===== config.mk =====
export PLATFORM = sky130hd
export DESIGN_NAME = sync_fifo_flex
export DESIGN_NICKNAME = d
export VERILOG_FILES = /design/src/rtl/fifo_pkg.sv /design/src/rtl/fifo_wrap_ptr.sv /design/src/rtl/sync_fifo_flex.sv
export SDC_FILE = /design/constraint.sdc
export NUM_CORES = 1
export LEC_CHECK = 0
export CORE_MARGIN = 3
export CORE_UTILIZATION = 32
export DETAILED_ROUTE_END_ITERATION = 16
export DONT_BUFFER_PORTS = 1
export GPL_TIMING_DRIVEN = 1
export RECOVER_POWER = 50
export SKIP_CTS_REPAIR_TIMING = 1
export SYNTH_ARGS = -nofsm -noshare
export SYNTH_HDL_FRONTEND = slang
export SYNTH_SLANG_ARGS = --single-unit

===== constraint.sdc =====
create_clock -name clk_i -period 2.5 [get_ports clk_i]
set_clock_uncertainty 0.1 [all_clocks]
set_input_delay 0.25 -clock clk_i [delete_from_list [all_inputs] [get_ports clk_i]]
set_output_delay 0.25 -clock clk_i [all_outputs]
set_load 0.05 [all_outputs]

===== src/rtl/fifo_pkg.sv =====
// Shared types and helpers for the single-clock FIFO family.
package fifo_pkg;

    typedef enum logic {
        FIFO_STD,
        FIFO_FWFT
    } fifo_mode_e;

    // Address width that stays at least 1 bit for a single-entry FIFO.
    function automatic int safe_clog2(input int n);
        return (n <= 1) ? 1 : $clog2(n);
    endfunction

endpackage


===== src/rtl/fifo_wrap_ptr.sv =====
// Modulo-DEPTH pointer: wraps by explicit compare so any DEPTH works.
module fifo_wrap_ptr #(
    parameter int DEPTH = 8,
    parameter int AW    = 3
) (
    input  logic          clk_i,
    input  logic          rst_ni,
    input  logic          clr_i,
    input  logic          inc_i,
    output logic [AW-1:0] ptr_o
);

    localparam logic [AW-1:0] LAST = AW'(DEPTH - 1);

    logic [AW-1:0] ptr_q;
    logic [AW-1:0] ptr_d;

    // NOTE: every variable assigned in always_comb gets a default first, so no path can infer a latch.
    always_comb begin
        ptr_d = ptr_q;
        if (clr_i) begin
            ptr_d = '0;
        end else if (inc_i) begin
            ptr_d = (ptr_q == LAST) ? '0 : ptr_q + 1'b1;
        end
    end

    // NOTE: sequential state uses non-blocking assignments so all registers update from pre-edge values.
    always_ff @(posedge clk_i or negedge rst_ni) begin
        if (!rst_ni) begin
            ptr_q <= '0;
        end else begin
            ptr_q <= ptr_d;
        end
    end

    assign ptr_o = ptr_q;

endmodule


===== src/rtl/sync_fifo_flex.sv =====
// Single-clock FIFO of arbitrary depth with standard or FWFT read, occupancy
// flags, sticky overflow/underflow and a synchronous flush.
module sync_fifo_flex
    import fifo_pkg::*;
#(
    parameter int DW        = 8,
    parameter int DEPTH     = 8,
    parameter int FWFT      = 0,
    parameter int AF_THRESH = DEPTH - 1,
    parameter int AE_THRESH = 1,
    localparam int AW       = safe_clog2(DEPTH),
    localparam int CW       = $clog2(DEPTH + 1)
) (
    input  logic          clk_i,
    input  logic          rst_ni,
    input  logic          clr_i,
    input  logic          push_i,
    input  logic [DW-1:0] data_i,
    input  logic          pop_i,
    output logic [DW-1:0] data_o,
    output logic          full_o,
    output logic          empty_o,
    output logic          almost_full_o,
    output logic          almost_empty_o,
    output logic [CW-1:0] count_o,
    output logic          overflow_o,
    output logic          underflow_o
);

    localparam fifo_mode_e MODE = (FWFT != 0) ? FIFO_FWFT : FIFO_STD;

    // AF_THRESH may be 0 only for DEPTH==1, where the derived default lands.
    if (DEPTH < 1 || AF_THRESH > DEPTH || AF_THRESH < ((DEPTH == 1) ? 0 : 1)) begin : g_bad_af
        $error("sync_fifo_flex: AF_THRESH out of range");
    end
    if (AE_THRESH < 0 || AE_THRESH > DEPTH - 1) begin : g_bad_ae
        $error("sync_fifo_flex: AE_THRESH out of range");
    end

    logic [DW-1:0] mem [DEPTH];
    logic [AW-1:0] wr_ptr;
    logic [AW-1:0] rd_ptr;
    logic [CW-1:0] count_q, count_d;
    logic          overflow_q, overflow_d;
    logic          underflow_q, underflow_d;
    logic          push_acc, pop_acc;

    assign full_o         = (count_q == CW'(DEPTH));
    assign empty_o        = (count_q == '0);
    assign almost_full_o  = (count_q >= CW'(AF_THRESH));
    assign almost_empty_o = (count_q <= CW'(AE_THRESH));
    assign count_o        = count_q;
    assign overflow_o     = overflow_q;
    assign underflow_o    = underflow_q;

    // A flush swallows same-cycle requests, so neither side is accepted.
    assign pop_acc  = pop_i & ~empty_o & ~clr_i;
    assign push_acc = push_i & (~full_o | pop_acc) & ~clr_i;

    fifo_wrap_ptr #(.DEPTH(DEPTH), .AW(AW)) u_wr_ptr (
        .clk_i  (clk_i),
        .rst_ni (rst_ni),
        .clr_i  (clr_i),
        .inc_i  (push_acc),
        .ptr_o  (wr_ptr)
    );

    fifo_wrap_ptr #(.DEPTH(DEPTH), .AW(AW)) u_rd_ptr (
        .clk_i  (clk_i),
        .rst_ni (rst_ni),
        .clr_i  (clr_i),
        .inc_i  (pop_acc),
        .ptr_o  (rd_ptr)
    );

    always_comb begin
        count_d     = count_q;
        overflow_d  = overflow_q;
        underflow_d = underflow_q;
        if (clr_i) begin
            count_d     = '0;
            overflow_d  = 1'b0;
            underflow_d = 1'b0;
        end else begin
            if (push_acc && !pop_acc) begin
                count_d = count_q + 1'b1;
            end else if (pop_acc && !push_acc) begin
                count_d = count_q - 1'b1;
            end
            if (push_i && full_o && !pop_acc) overflow_d = 1'b1;
            if (pop_i && empty_o) underflow_d = 1'b1;
        end
    end

    always_ff @(posedge clk_i or negedge rst_ni) begin
        if (!rst_ni) begin
            count_q     <= '0;
            overflow_q  <= 1'b0;
            underflow_q <= 1'b0;
        end else begin
            count_q     <= count_d;
            overflow_q  <= overflow_d;
            underflow_q <= underflow_d;
        end
    end

    // NOTE: storage has no reset; flags and pointers guard every read, and leaving it out keeps it in plain RAM cells.
    always_ff @(posedge clk_i) begin
        if (push_acc) begin
            mem[wr_ptr] <= data_i;
        end
    end

    if (MODE == FIFO_FWFT) begin : g_fwft
        assign data_o = empty_o ? '0 : mem[rd_ptr];
    end else begin : g_std
        logic [DW-1:0] data_q;

        always_ff @(posedge clk_i or negedge rst_ni) begin
            if (!rst_ni) begin
                data_q <= '0;
            end else if (clr_i) begin
                data_q <= '0;
            end else if (pop_acc) begin
                data_q <= mem[rd_ptr];
            end
        end

        assign data_o = data_q;
    end

endmodule


==> flow_summary_export.csv, run 1 <==
group,metric,value,unit
drt,drt_first_pass_iters,4,
worst_setup_path,critPathArrivalTime,2360,ps
drt,routed_wl,7.03,mm
yosys,syn_inst,255,
cts,htree_levels,3,
power_and_ir_drop,ir_drop,0.000356,V
yosys,synth_edf_count,64,
sta,setup_viol,0,
power_and_ir_drop,intPower,2.38,mW
worst_setup_path,crit_chain,"inv_1, ha_1, or3b_4, clkinv_2, nor2_1, a2111oi_0, o21bai_1",
power_and_ir_drop,power_frac_clock,30.2,%
sta,post-route-period-util,88.7,%
floorplan,row_count,37,
global_routing,grt_use_total,11.5,%
cts,cts_made_buffers,9,
yosys,yosys.cell_types.count,34,
sta,tns,0,ps
sta,finalCriticalPeriod,2220,ps
finish,register_area,2420,um2
yosys,yosys-top-cells-area,"edfxtp_1 (54%), dfrtp_1 (14%), mux2i_1 (9.4%), o22ai_1 (3.2%), nor3_1 (3.1%)",
worst_setup_path,required,2640,ps
floorplan,fp.coreArea,10500,um2
yosys,yosys.area.top_type,"edfxtp_1",
floorplan,io_pins,31,
sta,relSlewSlack,21.7,%
worst_setup_path,slowest_stage,"nor2_1",
worst_setup_path,rr_startpoint,"count_o[1]$_DFFE_PN0P_",
worst_hold_path,holdCritPathClass,"primary input to register",
cts,cts_tree,"yes",
cts,clock-root-buffer,"clkbuf_8",
sta,max_freq,451,MHz
yosys,netlist_area,3530,um2
status,violations,"negative hold slack",
finish,finish.instance_area,4120,um2
power_and_ir_drop,p_leak,1.42,nW
cts,insertion_delay,350,ps
global_routing,grt_pass1_vias,1938,
finish,synthToLayoutAreaGrowth,16.9,%
global_routing,grt-ovfl-total,0,
global_routing,grt_start_max_net_pins,35,
drt,via_count,2073,
power_and_ir_drop,p_comb_share,19.0,%
worst_setup_path,cp-startpoint,"count_o[1]$_DFFE_PN0P_",
place,dp_hpwl,4.42,mm
finish,multi_input_area,1020,um2
yosys,synth_commonest_cells,"edfxtp_1 (64), mux2i_1 (33), nor2_1 (26)",
sta,rsz0062_at_grt,"no",
place,preCtsSetupSlack,323,ps
cts,clk_path_buf_depth,2,
sta,slew_viol_final,0,
drt,ant_nets,0,
yosys,synth_nets,273,
job,cap_violations,0,
drt,post_drt_wl_per_cell,16.6,um
power_and_ir_drop,p_per_area,832,nW/um2
worst_setup_path,crit_buf_inv,2,
power_and_ir_drop,switching_share,30.6,%
place,placement.io_buffers,0,
worst_setup_path,critPathTopFamily,"simple AND/OR/NAND/NOR gates",
status,status,"finished with violations",
power_and_ir_drop,p_total,3.43,mW
sta,hold_slack,-3.92,ps
floorplan,die_y,111,um
drt,first_iter_violations,105,
sta,setup_slack,283,ps
place,place.gp.congestion,0.778,
worst_setup_path,end_kind,"register",
global_routing,grt_pass1_wl,10.8,mm
worst_setup_path,critPathKind,"register to register",
finish,drive_gt1_share,12.9,%
drt,drc,0,
yosys,synth.top_cell.area_share,54.5,%
sta,tightest_slew,1170,ps
cts,clock-sinks,84,
yosys,synth-seq-cells,84,
worst_setup_path,crit_path_start_kind,"register",
finish,fin_nets,300,
floorplan,die_w,111,um
place,place_area,3770,um2
yosys,ys_seq_area_share,68.7,%
yosys,yosysMostFrequentCell,"edfxtp_1",
worst_setup_path,critPathMaxStageDelay,630,ps
drt,viasPerCell,4.89,
yosys,synth_ff_type,"edfxtp_1",
sta,hold_violations,1,
power_and_ir_drop,seq_power_share,50.8,%
power_and_ir_drop,power.switching,1.05,mW
worst_hold_path,min-delay-start,"push_i",
cts,clk_pin_slew,80,ps
floorplan,start_util,33.6,%
yosys,async_flop_share,23.8,%
yosys,ys_warn_count,0,
worst_setup_path,crit_path_max_fanout,11,
finish,fillerInstances,947,
global_routing,antenna_found_initial,1,
floorplan,die-area,12300,um2
yosys,avgSynthCellArea,13.8,um2
==> worst paths after layout <==
kind / end / slack (ps) / depth (start not counted)
max: count_o[1]$_DFFE_PN0P_ / 280 / 7
min: overflow_o$_DFFE_PN0P_ / -4 / 2
max reg2reg: count_o[1]$_DFFE_PN0P_ / 280 / 7
min reg2reg: u_wr_ptr.ptr_o[0]$_DFFE_PN0P_ / 510 / 2
max in group asynchronous: u_wr_ptr.ptr_o[1]$_DFFE_PN0P_ / 1020 / 2
min in group asynchronous: count_o[1]$_DFFE_PN0P_ / 580 / 2
==> flip-flops by register name, indices dropped and copies added, names as in the netlist <==
name and cells:
data_o 8, u_rd_ptr.ptr_o 3, u_wr_ptr.ptr_o 3, count_o 4, overflow_o 1, mem 64, underflow_o 1
==> final cells by class <==
type                    instances  share of cell area, %
well taps                     136                   4.13
repair buffers                 31                   6.65
diodes                          1                 0.0607
clock buffers                  11                   3.19
inverters                       4                  0.395
flip-flops and latches         84                   58.8
clock inverters                 5                   2.06
multi-input cells             152                   24.8
==> metal layers <==
layer | vias to the layer above | wire length, um | track usage, %
met5 | - | 0 | 0
met4 | 0 | 217 | 6.98
met3 | 17 | 372 | 2.51
met2 | 58 | 3330 | 17.6
met1 | 991 | 3110 | 15.0
li1 | 1007 | - | -
==> stage by stage <==
step,std cells,utilization (%),hold slack [ps]
after global placement,393,35.9,-145
after global routing,424,39.2,4.80
after CTS,409,37.9,-543
after floorplan,255,-,-146
after detailed placement,393,35.9,-145
final,424,39.2,-3.92
==> power groups by stage <==
stage	Combinational (mW)	Clock [mW]	Sequential, mW
floorplan	0.440	0	1.80
global placement	0.598	0	1.77
detailed placement	0.606	0	1.77
CTS	0.609	1.07	1.74
global route	0.713	1.12	1.75
finish	0.651	1.04	1.74
==> logic make-up (layout without fill, tap and decap cells) <==
kind of cell | Yosys count | after routing | synth area share [%]
other cells | 0 | 1 | 0
flops | 84 | 84 | 68.7
xor+xnor | 5 | 5 | 1.24
mux | 34 | 34 | 9.68
fa+ha+maj | 5 | 5 | 1.77
buf+inv | 19 | 51 | 2.66
compound gates | 31 | 31 | 5.50
simple gates | 77 | 77 | 10.5
==> cells in the final DEF (no fill, tap or decap), types with 2 or more instances in the layout <==
master	count
nor3_2	2
inv_1	3
o22ai_1	18
nand3_1	3
a21oi_1	7
buf_4	16
mux2i_1	33
nand2_1	12
clkbuf_8	9
bufinv_16	2
xnor2_1	2
edfxtp_1	64
ha_1	5
nor2_1	26
xor2_1	3
nand2b_1	7
dlygate4sd3_1	13
dfrtp_1	20
clkbuf_1	3
nor3_1	20
==> worst reg2reg max path: cells and delay by family (launching register included) <==
family,cells,cell delay [ps]
AND/OR/NAND/NOR,2,880
flip-flops,1,360
adder cells (fa/ha/maj),1,180
buffers and inverters,2,140
AO/OA/AOI/OAI,2,450
(Power assumes the default switching activity.)
==> run 2: changes to the inputs <==
- CORE_ASPECT_RATIO: unset -> 1.1
==> flow_summary_export.csv, run 2 (synthesis gave the netlist of run 1 again) <==
group,metric,value,unit
cts,clock-sinks,84,
drt,drt_first_pass_iters,4,
job,cap_violations,0,
global_routing,antenna_found_initial,1,
finish,fillerInstances,1006,
place,dp_hpwl,4.41,mm
finish,largest_reg_flops,64,
worst_setup_path,reg2regPathDepth,7,
drt,ant_nets,0,
drt,post_drt_wl_per_cell,16.1,um
finish,fin_util,39.1,%
sta,finalCriticalPeriod,2350,ps
floorplan,die_y,116,um
floorplan,die_w,106,um
worst_hold_path,hold_path_depth,2,
worst_setup_path,required,2150,ps
drt,first_iter_violations,132,
cts,clock-root-buffer,"clkbuf_16",
floorplan,fp.coreArea,10600,um2
worst_setup_path,crit_path_max_fanout,6,
sta,post-route-period-util,94.1,%
place,place.gp.congestion,0.750,
power_and_ir_drop,p_leak,1.42,nW
status,status,"finished with violations",
cts,cts_made_buffers,9,
sta,setup_viol,0,
global_routing,grt_start_max_net_pins,35,
finish,register_area,2420,um2
power_and_ir_drop,p_per_area,858,nW/um2
sta,hold_slack,-7.59,ps
finish,fin_nets,296,
cts,clk_pin_slew,60,ps
finish,most-common-layout-cells,"edfxtp_1 (64), mux2i_1 (33), nor2_1 (26), nor3_1 (20), dfrtp_1 (20)",
finish,drive_gt1_share,11.7,%
sta,max_freq,425,MHz
global_routing,grt-ovfl-total,0,
sta,relSlewSlack,38.1,%
worst_hold_path,min-delay-start,"push_i",
cts,htree_levels,3,
status,violations,"negative hold slack",
finish,synthToLayoutAreaGrowth,17.4,%
global_routing,grt_pass1_vias,2158,
worst_setup_path,rr_startpoint,"count_o[0]$_DFFE_PN0P_",
finish,top_register,"mem",
floorplan,row_count,39,
finish,final_common_cell,"edfxtp_1",
finish,multi_input_area,1020,um2
sta,rsz0062_at_grt,"no",
floorplan,io_pins,31,
power_and_ir_drop,ir_drop,0.000389,V
worst_setup_path,r2r_end,"count_o[1]$_DFFE_PN0P_",
sta,tightest_slew,925,ps
cts,cts_tree,"yes",
drt,viasPerCell,4.90,
global_routing,grt_pass1_wl,11.1,mm
floorplan,die-area,12300,um2
sta,tns,0,ps
global_routing,grt_use_total,12.0,%
worst_setup_path,regToRegSetupSlack,260,ps
cts,clk_path_buf_depth,2,
floorplan,start_util,33.3,%
worst_setup_path,crit_path_start_kind,"register",
worst_setup_path,critPathArrivalTime,2000,ps
worst_setup_path,critPathKind,"register to primary output",
drt,routed_wl,6.88,mm
place,placement.io_buffers,0,
cts,insertion_delay,330,ps
sta,slew_viol_final,0,
drt,via_count,2092,
worst_setup_path,end_kind,"primary output",
sta,hold_violations,2,
drt,drc,0,
power_and_ir_drop,p_total,3.55,mW
worst_hold_path,hold_end,"u_wr_ptr.ptr_o[1]$_DFFE_PN0P_",
worst_hold_path,holdCritPathClass,"primary input to register",
## run 2: changes by cell type in the layout (fill, tap and decap cells not counted), sizes merged
| cell | change |
|---|---|
| buf | -4 |
| bufinv | -2 |
| clkbuf | +1 |
| clkinv | +3 |
| dlygate4sd3 | -2 |
## run 2: report_power, final
group | internal (mW) | leakage, nW | switching (mW) | total [mW]
clock | 0.671 | 0.130 | 0.516 | 1.19
sequential | 1.57 | 0.846 | 0.162 | 1.74
combinational | 0.221 | 0.446 | 0.407 | 0.628
total | 2.47 | 1.42 | 1.09 | 3.55
## run 2: cell type report
type	count	share of cell area, %
clock inverter	6	0.937
timing repair buffer	27	5.59
sequential	84	58.5
multi-input combinational	152	24.7
antenna	1	0.0604
inverter	4	0.393
tap	143	4.32
clock buffer	10	5.53
## run 2: critical path, stage by stage, from the launching register on
cell and delay [ps]:
dfrtp_1 340, clkbuf_1 630, ha_1 300, a21o_1 400
## run 2: worst max path at each step
stage | start | endpoint | slack, ps | depth (start not counted)
2_1_floorplan | count_o[0]$_DFFE_PN0P_ | mem[4][0]$_DFFE_PP_ | 40 | 7
3_3_place_gp | count_o[0]$_DFFE_PN0P_ | count_o[1]$_DFFE_PN0P_ | 330 | 7
3_5_place_dp | count_o[0]$_DFFE_PN0P_ | count_o[1]$_DFFE_PN0P_ | 230 | 7
4_1_cts | count_o[0]$_DFFE_PN0P_ | count_o[1]$_DFFE_PN0P_ | 230 | 7
5_1_grt | count_o[0]$_DFFE_PN0P_ | count_o[1]$_DFFE_PN0P_ | 20 | 7
6_report | count_o[1]$_DFFE_PN0P_ | almost_full_o | 150 | 3
## run 2: per-stage QoR
stage | instance area [um2] | worst slack (ps) | cells
after CTS | 4040 | 229 | 415
final | 4140 | 146 | 427
after floorplan | 3540 | 40.9 | 255
after global placement | 3770 | 327 | 399
after detailed placement | 3770 | 231 | 399
after global routing | 4140 | 23.9 | 427
## run 2: routing by layer
metal	vias to the layer above	global-route usage [%]	share of wire, %
li1	998	-	-
met5	-	0	0
met1	1033	14.1	46
met4	0	6.82	2.9
met3	12	4.37	5.1
met2	49	19.2	46
